==> src/rtl/fetch_stage_pkg.sv <==
// Shared constants and helpers for the RV32I instruction fetch stage.
package fetch_stage_pkg;

    localparam int          XLEN_DEFAULT     = 32;
    localparam logic [31:0] NOP_INST         = 32'h0000_0013;  // addi x0, x0, 0
    localparam logic [31:0] RESET_PC_DEFAULT = 32'h0000_0000;

    // Branch targets are forced onto a word boundary; there is no misalignment trap.
    function automatic logic [31:0] align_word(input logic [31:0] addr);
        return {addr[31:2], 2'b00};
    endfunction

endpackage

==> src/rtl/fetch_stage_if_id_reg.sv <==
// IF/ID pipeline register. Flush has priority over hold so a squashed slot is never frozen.
module if_id_reg
    import fetch_stage_pkg::*;
(
    input  logic        clk,
    input  logic        reset,
    input  logic        hold,
    input  logic        flush,
    input  logic [31:0] in_pc,
    input  logic [31:0] in_pc_plus4,
    input  logic [31:0] in_inst,
    output logic        id_valid,
    output logic [31:0] id_pc,
    output logic [31:0] id_pc_plus4,
    output logic [31:0] id_inst
);

    logic        valid_d, valid_q;
    logic [31:0] pc_d, pc_q;
    logic [31:0] pc_plus4_d, pc_plus4_q;
    logic [31:0] inst_d, inst_q;

    // Next-state selection: flush inserts a bubble, hold freezes, otherwise load.
    always_comb begin
        valid_d    = valid_q;
        pc_d       = pc_q;
        pc_plus4_d = pc_plus4_q;
        inst_d     = inst_q;
        if (flush) begin
            valid_d    = 1'b0;
            pc_d       = '0;
            pc_plus4_d = '0;
            inst_d     = NOP_INST;
        end else if (!hold) begin
            valid_d    = 1'b1;
            pc_d       = in_pc;
            pc_plus4_d = in_pc_plus4;
            inst_d     = in_inst;
        end
    end

    // Register update with synchronous reset to an empty (NOP) slot.
    always_ff @(posedge clk) begin
        if (reset) begin
            valid_q    <= 1'b0;
            pc_q       <= '0;
            pc_plus4_q <= '0;
            inst_q     <= NOP_INST;
        end else begin
            valid_q    <= valid_d;
            pc_q       <= pc_d;
            pc_plus4_q <= pc_plus4_d;
            inst_q     <= inst_d;
        end
    end

    assign id_valid    = valid_q;
    assign id_pc       = pc_q;
    assign id_pc_plus4 = pc_plus4_q;
    assign id_inst     = inst_q;

endmodule

==> src/rtl/fetch_stage.sv <==
// Instruction fetch: program counter, imem address, fetch counter and the IF/ID register.
// Priority each edge: reset, redirect (even when stalled), stall, normal advance.
module fetch_stage
    import fetch_stage_pkg::*;
#(
    parameter logic [31:0] RESET_PC = RESET_PC_DEFAULT,
    parameter int          XLEN     = XLEN_DEFAULT       // only 32 is supported
) (
    input  logic            clk,
    input  logic            reset,
    input  logic            stall,
    input  logic            redirect_valid,
    input  logic [XLEN-1:0] redirect_pc,
    output logic [XLEN-1:0] imem_addr,
    input  logic [XLEN-1:0] imem_rdata,
    output logic            id_valid,
    output logic [XLEN-1:0] id_pc,
    output logic [XLEN-1:0] id_pc_plus4,
    output logic [XLEN-1:0] id_inst,
    output logic [31:0]     fetch_count
);

    logic [31:0] pc_d, pc_q;
    logic [31:0] fetch_count_d, fetch_count_q;
    logic [31:0] pc_plus4;

    // Wraps modulo 2^32: FFFF_FFFC advances to 0.
    assign pc_plus4 = pc_q + 32'd4;

    // Next PC and fetch counter; a redirect drops the slot, so the counter holds.
    always_comb begin
        pc_d          = pc_q;
        fetch_count_d = fetch_count_q;
        if (redirect_valid) begin
            pc_d = align_word(redirect_pc);
        end else if (!stall) begin
            pc_d          = pc_plus4;
            fetch_count_d = fetch_count_q + 32'd1;
        end
    end

    // PC and counter registers with synchronous reset.
    always_ff @(posedge clk) begin
        if (reset) begin
            pc_q          <= RESET_PC;
            fetch_count_q <= '0;
        end else begin
            pc_q          <= pc_d;
            fetch_count_q <= fetch_count_d;
        end
    end

    if_id_reg u_if_id_reg (
        .clk         (clk),
        .reset       (reset),
        .hold        (stall),
        .flush       (redirect_valid),
        .in_pc       (pc_q),
        .in_pc_plus4 (pc_plus4),
        .in_inst     (imem_rdata),
        .id_valid    (id_valid),
        .id_pc       (id_pc),
        .id_pc_plus4 (id_pc_plus4),
        .id_inst     (id_inst)
    );

    assign imem_addr   = pc_q;
    assign fetch_count = fetch_count_q;

endmodule

==> config.mk <==
export PLATFORM = sky130hd
export DESIGN_NAME = fetch_stage
export DESIGN_NICKNAME = d
export VERILOG_FILES = /design/src/rtl/fetch_stage_pkg.sv /design/src/rtl/fetch_stage_if_id_reg.sv /design/src/rtl/fetch_stage.sv
export SDC_FILE = /design/constraint.sdc
export NUM_CORES = 1
export LEC_CHECK = 0
export BUFFER_PORTS_ARGS = -buffer_cell sky130_fd_sc_hd__buf_2
export CAP_MARGIN = 20
export CORE_UTILIZATION = 52
export DETAILED_ROUTE_END_ITERATION = 8
export GPL_ROUTABILITY_DRIVEN = 0
export PLACE_DENSITY_LB_ADDON = 0.08
export SETUP_SLACK_MARGIN = 0.5
export SLEW_MARGIN = 30
export SYNTH_ARGS = -nofsm -noshare
export SYNTH_HDL_FRONTEND = slang
export SYNTH_SLANG_ARGS = --single-unit
==> constraint.sdc <==
create_clock -name clk -period 2 [get_ports clk]
set_input_delay 0.3 -clock clk [delete_from_list [all_inputs] [get_ports clk]]
set_output_delay 0.3 -clock clk [all_outputs]
set_load 0.02 [all_outputs]
==> impl_metrics.env, run 1 <==
export IMPL_wire_per_inst_um=20.23
export IMPL_grt_overflow_total=0
export IMPL_cpPeakStageDelay_ps=420
export IMPL_p_leak_nw=5.312
export IMPL_slew_viol_final=0
export IMPL_cp_end_kind="flop"
export IMPL_synth_edf_count=0
export IMPL_start_util=0.5314
export IMPL_path_cells="buf_4 > nand3_1 > nor3_1 > a21oi_2 > a221oi_2"
export IMPL_outcome="finished clean"
export IMPL_worstPathMaxFanout=4
export IMPL_yosysWarnings=0
export IMPL_required_ps=2310
export IMPL_ir_worst_vdd_mv=0.5841
export IMPL_hp_class="in2reg"
export IMPL_insertion_delay_ps=440
export IMPL_finalCritPeriodShare=0.9123
export IMPL_clkTransAtPathRegs_ps=70
export IMPL_drt_drc_violations_left=0
export IMPL_avgSynthCellArea_um2=8.821
export IMPL_core_rowCount=43
export IMPL_cts_sinks=155
export IMPL_drt_pass1_iterations=6
export IMPL_cts_root_buf="clkbuf_16"
export IMPL_hold_buffers=0
export IMPL_layout_common_cells="buf_2, buf_4, nor2_1, dfxtp_1, mux2i_1"
export IMPL_core_area_um2=13830
export IMPL_cts_buffer_depth=2
export IMPL_tns_ps=0
export IMPL_rsz0062_at_grt="yes"
export IMPL_grt_pass1_vias=7061
export IMPL_io_pin_count=229
export IMPL_setup_viol=0
export IMPL_track_usage=0.3172
export IMPL_syn_to_final_growth_pct=56.29
export IMPL_grt_max_degree=54
export IMPL_io_buffers=220
export IMPL_final_cell_area_um2=11480
export IMPL_routed_wl_um=27550
export IMPL_multiInputGateArea_um2=4708
export IMPL_rrSetupSlack_ps=180
export IMPL_async_flop_share=0
export IMPL_place_hpwl_um=13990
export IMPL_vias=8340
export IMPL_drive_gt1_frac=0.5055
export IMPL_final_common_cell="buf_2"
export IMPL_synth_distinct_cells=58
export IMPL_yosysSeqAreaShare=0.4223
export IMPL_synthFlopType="dfxtp_1"
export IMPL_slew_headroom=0.5606
export IMPL_antenna_found_initial=2
export IMPL_hold_viol_final=0
export IMPL_critPathKind="reg2reg"
export IMPL_ctsHtreeMaxLevel=4
export IMPL_p_per_area_nw_per_um2=657.3
export IMPL_seq_area_um2=3232
export IMPL_slowest_stage="nor3_1"
export IMPL_ys_ff_latch=155
export IMPL_worst_pin_slew_ps=659.2
export IMPL_netlist_instances=833
export IMPL_crit_path_start_kind="flop"
export IMPL_die_area_um2=14610
export IMPL_grt_pass1_wl_um=36360
export IMPL_syn_area_um2=7348
export IMPL_cts_tree="built"
export IMPL_post_dp_cell_area_um2=8956
export IMPL_drv_cap=0
export IMPL_cts_buffers=17
export IMPL_dieHeight_um=120.9
export IMPL_drt_iter0_drc=822
export IMPL_fillCellCount=760
export IMPL_routed_via_density=6.123
export IMPL_drtAntennaViolNets=0
export IMPL_fin_skew_ps=14.94
export IMPL_num_nets_final=1238
export IMPL_die_width_um=120.9
export IMPL_max_freq_mhz=548.0
export IMPL_final_min_clock_period_ps=1825
export IMPL_cp_data_arrival_time_ps=2130
report_power, final:
group | switching [mW] | internal, mW | total [mW]
registers | 0.126 | 3.18 | 3.30
clock network | 1.32 | 1.86 | 3.18
logic | 0.622 | 0.446 | 1.07
kinds of logic (layout without fill, tap and decap cells):
| logic type | count (synthesis) | in the layout | share of synthesized area |
|---|---|---|---|
| muxes | 62 | 62 | 0.08616 |
| other | 1 | 7 | 0.0005103 |
| adders and majority gates | 2 | 2 | 0.003405 |
| buffers and inverters | 98 | 441 | 0.06096 |
| xor gates and xnor gates | 32 | 32 | 0.03814 |
| and+or+nand+nor | 340 | 340 | 0.2569 |
| DFF | 155 | 155 | 0.4223 |
| AOI/OAI and AO/OA | 143 | 143 | 0.1316 |
sequential cells by signal, summed over array words and instances (netlist names):
register	cells
u_if_id_reg.id_inst	32
fetch_count	32
u_if_id_reg.id_pc	30
u_if_id_reg.id_pc_plus4	30
imem_addr	30
u_if_id_reg.id_valid	1
critical path: cells and delay by family, from the launching register on:
family                 cells  cell delay [ps]
and+or+nand+nor            2              690
AOI/OAI and AO/OA          2              500
DFF                        1              370
buffers and inverters      1              130
final cells by class:
type	count	area share
antenna	1	0.0002179
inverter	21	0.006863
clock inverter	9	0.007190
tap	180	0.01961
multi-input combinational	585	0.4100
clock buffer	23	0.04260
sequential	155	0.2814
timing repair buffer	388	0.2322
per-layer routing:
metal | global-route usage | part of all wire | up-vias
li1 | - | - | 3671
met1 | 0.3931 | 0.37 | 3929
met2 | 0.5221 | 0.48 | 584
met3 | 0.07049 | 0.089 | 156
met4 | 0.1489 | 0.061 | 0
met5 | 0 | 0 | -
stage by stage:
step	setup WS, ps	cells	util	hold WS [ps]	total power [mW]
global route	77.98	1361	0.8304	83.58	7.770
detailed placement	80.27	1193	0.6477	449.6	4.163
CTS	286.2	1316	0.7598	75.60	7.359
finish	175.3	1362	0.8306	87.05	7.548
floorplan	205.5	838	-	425.1	3.924
global placement	110.2	1193	0.6477	443.7	4.153
final timing paths:
check | from | end | cells past startpoint
max | imem_addr[15]$_SDFFE_PP0P_ | imem_addr[20]$_SDFFE_PP0P_ | 5
min | imem_rdata[4] | u_if_id_reg.id_inst[4]$_SDFFE_PP1N_ | 3
max reg2reg | imem_addr[15]$_SDFFE_PP0P_ | imem_addr[20]$_SDFFE_PP0P_ | 5
min reg2reg | u_if_id_reg.id_valid$_SDFFE_PP0N_ | u_if_id_reg.id_valid$_SDFFE_PP0N_ | 1
cells in the mapped netlist (4+ instances only):
| master | number | area (um^2) |
|---|---|---|
| nand4_1 | 19 | 118.9 |
| o21ai_0 | 32 | 160.2 |
| mux2i_1 | 52 | 520.5 |
| xnor2_1 | 22 | 192.7 |
| nor3_1 | 26 | 130.1 |
| inv_1 | 21 | 78.83 |
| and2_1 | 4 | 25.02 |
| nor4_1 | 15 | 93.84 |
| clkbuf_1 | 34 | 127.6 |
| and3_1 | 11 | 68.82 |
| nand3_1 | 23 | 115.1 |
| a211oi_1 | 22 | 165.2 |
| mux2_1 | 5 | 56.30 |
| mux2_2 | 5 | 56.30 |
| nor4_2 | 4 | 50.05 |
| or3_1 | 9 | 56.30 |
| nor2b_1 | 17 | 106.4 |
| o31ai_1 | 8 | 60.06 |
| nand2_1 | 42 | 157.7 |
| and4_1 | 22 | 192.7 |
| xor2_1 | 10 | 87.58 |
| nand2b_1 | 4 | 25.02 |
| a21oi_1 | 43 | 215.2 |
| dfxtp_1 | 155 | 3103 |
| a311oi_1 | 14 | 122.6 |
| nor2_1 | 114 | 427.9 |
| buf_4 | 10 | 75.07 |
| or4_1 | 8 | 60.06 |
| a2111oi_1 | 6 | 60.06 |
| buf_1 | 9 | 33.78 |
| buf_2 | 22 | 110.1 |
| a2111oi_2 | 4 | 60.06 |
repair_timing:
| action | CTS | global route |
|---|---|---|
| cloned | 1 | 0 |
| buffers inserted | 90 | 45 |
| resized for setup | 57 | 136 |
| endpoints found under the setup margin | 64 | 77 |
| pin swaps | 42 | 65 |
(Power assumes the default switching activity.)
==> run 2: changes to the inputs <==
--- a/config.mk
+++ b/config.mk
@@ -10,6 +10,7 @@
 export CORE_UTILIZATION = 52
 export DETAILED_ROUTE_END_ITERATION = 8
 export GPL_ROUTABILITY_DRIVEN = 0
+export GPL_TIMING_DRIVEN = 0
 export PLACE_DENSITY_LB_ADDON = 0.08
 export SETUP_SLACK_MARGIN = 0.5
 export SLEW_MARGIN = 30
==> run 2 against run 1 <==
The flow now finishes with violations (setup timing). Combinational power up 11%. Worst setup slack got worse by 200 ps. Cell count increased by 3.0%. Sequential power hardly changed. Global-route usage up 5.0 points. Critical path type unchanged. Highest routed layer unchanged.
==> impl_metrics.env, run 2 (synthesis gave the netlist of run 1 again) <==
export IMPL_grt_pass1_vias=7852
export IMPL_core_area_um2=13830
export IMPL_die_width_um=120.9
export IMPL_power_mw=8.011
export IMPL_drt_pass1_iterations=8
export IMPL_rr_worst_depth=7
export IMPL_grt_use_met1=0.4442
export IMPL_cts_buffers=17
export IMPL_worst_pin_slew_ps=877.5
export IMPL_routed_via_density=6.329
export IMPL_rrSetupSlack_ps=-20
export IMPL_grt_pass1_wl_um=41520
export IMPL_cp_data_arrival_time_ps=2280
export IMPL_ctsHtreeMaxLevel=4
export IMPL_endpoint="imem_addr[24]$_SDFFE_PP0P_"
export IMPL_drv_cap=0
export IMPL_io_buffers=219
export IMPL_crit_path_start_kind="flop"
export IMPL_switchingPower_mw=2.165
export IMPL_pwr_share_clk=0.442
export IMPL_fin_skew_ps=7.284
export IMPL_antenna_found_initial=3
export IMPL_violations="setup timing"
export IMPL_p_leak_nw=5.520
export IMPL_insertion_delay_ps=430
export IMPL_outcome="complete, but fails checks"
export IMPL_final_min_clock_period_ps=2020
export IMPL_drive_gt1_frac=0.5135
export IMPL_r2r_start="imem_addr[11]$_SDFFE_PP0P_"
export IMPL_netSwitchingFraction=0.2702
export IMPL_layout_common_cells="buf_2, dfxtp_1, nor2_1, buf_4, mux2i_1"
export IMPL_wire_per_inst_um=21.99
export IMPL_final_cells=1403
export IMPL_utilization=0.8575
export IMPL_cts_root_buf="clkbuf_16"
export IMPL_io_pin_count=229
export IMPL_dp_cells=1237
export IMPL_setup_viol=1
export IMPL_core_rowCount=43
export IMPL_num_nets_final=1278
export IMPL_timing_rr_end="imem_addr[24]$_SDFFE_PP0P_"
export IMPL_tns_ps=-19.79
export IMPL_dieHeight_um=120.9
export IMPL_drt_iter0_drc=1105
export IMPL_startpoint="imem_addr[11]$_SDFFE_PP0P_"
export IMPL_critPathKind="reg2reg"
export IMPL_p_comb_frac=0.149
export IMPL_hp_class="in2reg"
export IMPL_cp_end_kind="flop"
export IMPL_seqPwrFrac=0.409
export IMPL_worst_slack_ps=-19.79
export IMPL_finalCritPeriodShare=1.010
export IMPL_routed_wl_um=30850
export IMPL_max_freq_mhz=495.1
export IMPL_drtAntennaViolNets=0
export IMPL_hold_viol_final=0
export IMPL_internal_power_mw=5.846
export IMPL_clkTransAtPathRegs_ps=60
export IMPL_cts_sinks=155
export IMPL_use_met2=0.6000
export IMPL_start_util=0.5314
export IMPL_met3_usage=0.08506
export IMPL_grt_max_degree=17
export IMPL_grt_busiest_layer="met2"
export IMPL_slew_headroom=0.4150
export IMPL_final_common_cell="buf_2"
export IMPL_p_per_area_nw_per_um2=675.7
export IMPL_slew_viol_final=0
export IMPL_rsz0062_at_grt="yes"
export IMPL_track_usage=0.3674
export IMPL_syn_to_final_growth_pct=61.35
export IMPL_cts_tree="built"
export IMPL_worstPathMaxFanout=5
export IMPL_drt_drc_violations_left=0
export IMPL_die_area_um2=14610
export IMPL_ir_worst_vdd_mv=0.8061
export IMPL_cts_buffer_depth=2
export IMPL_place_hpwl_um=16260
export IMPL_required_ps=2260
export IMPL_grt_overflow_total=0
export IMPL_vias=8880
export IMPL_hold_slack_ps=80.12
run 2: area by class of cell:
class | instances | area, um^2
diodes | 2 | 5.005
repair buffers | 351 | 2281
clock inverters | 8 | 127.6
clock buffers | 24 | 513.0
plain buffers | 77 | 651.9
multi-input cells | 585 | 4742
flip-flops and latches | 155 | 3232
well taps | 180 | 225.2
inverters | 21 | 78.83
fillers | 722 | 1971
run 2: layer usage:
metal  vias up  wire (um)
li1       3754          -
met1      4184      11050
met2       734      14520
met3       208       3471
met4         0       1806
met5         -          0
run 2: per-stage QoR:
step | area (um^2) | worst slack [ps]
6_report | 11860 | -19.79
3_5_place_dp | 9160 | -165.1
5_1_grt | 11850 | -63.47
2_1_floorplan | 7839 | 205.5
4_1_cts | 11020 | 264.1
3_3_place_gp | 9160 | -161.5
run 2: worst min path at each step:
stage / endpoint / depth (start not counted) / start / slack [ps]
global placement: u_if_id_reg.id_valid$_SDFFE_PP0N_ / 1 / u_if_id_reg.id_valid$_SDFFE_PP0N_ / 440
CTS: u_if_id_reg.id_inst[1]$_SDFFE_PP1N_ / 3 / imem_rdata[1] / 80
finish: u_if_id_reg.id_inst[1]$_SDFFE_PP1N_ / 3 / imem_rdata[1] / 80
floorplan: u_if_id_reg.id_inst[0]$_SDFFE_PP1N_ / 2 / imem_rdata[0] / 430
global route: u_if_id_reg.id_inst[4]$_SDFFE_PP1N_ / 3 / imem_rdata[4] / 90
detailed placement: u_if_id_reg.id_pc_plus4[5]$_SDFFE_PP0N_ / 2 / u_if_id_reg.id_pc_plus4[5]$_SDFFE_PP0N_ / 450
run 2: critical path, stage by stage (launching register included):
cell and delay, ps:
dfxtp_4 350, buf_6 120, buf_4 130, nand3_1 380, nor4_4 390, buf_4 210
and4_1 210, a2111oi_2 60
run 2: power by group through the flow:
stage | clock, mW | sequential [mW] | combinational, mW
floorplan | 0 | 3.45 | 0.475
global placement | 0 | 3.34 | 0.903
detailed placement | 0 | 3.34 | 0.912
CTS | 3.50 | 3.26 | 1.03
global route | 3.67 | 3.28 | 1.24
finish | 3.54 | 3.27 | 1.19
run 2: repair_timing:
item                                   CTS  global route
endpoints found under the hold margin    0             0
cloned                                   3             1
setup endpoints to repair              153           130
hold buffers                             0             0
pin swaps                               54            66
resized for setup                      125           113
setup buffers                           84            44
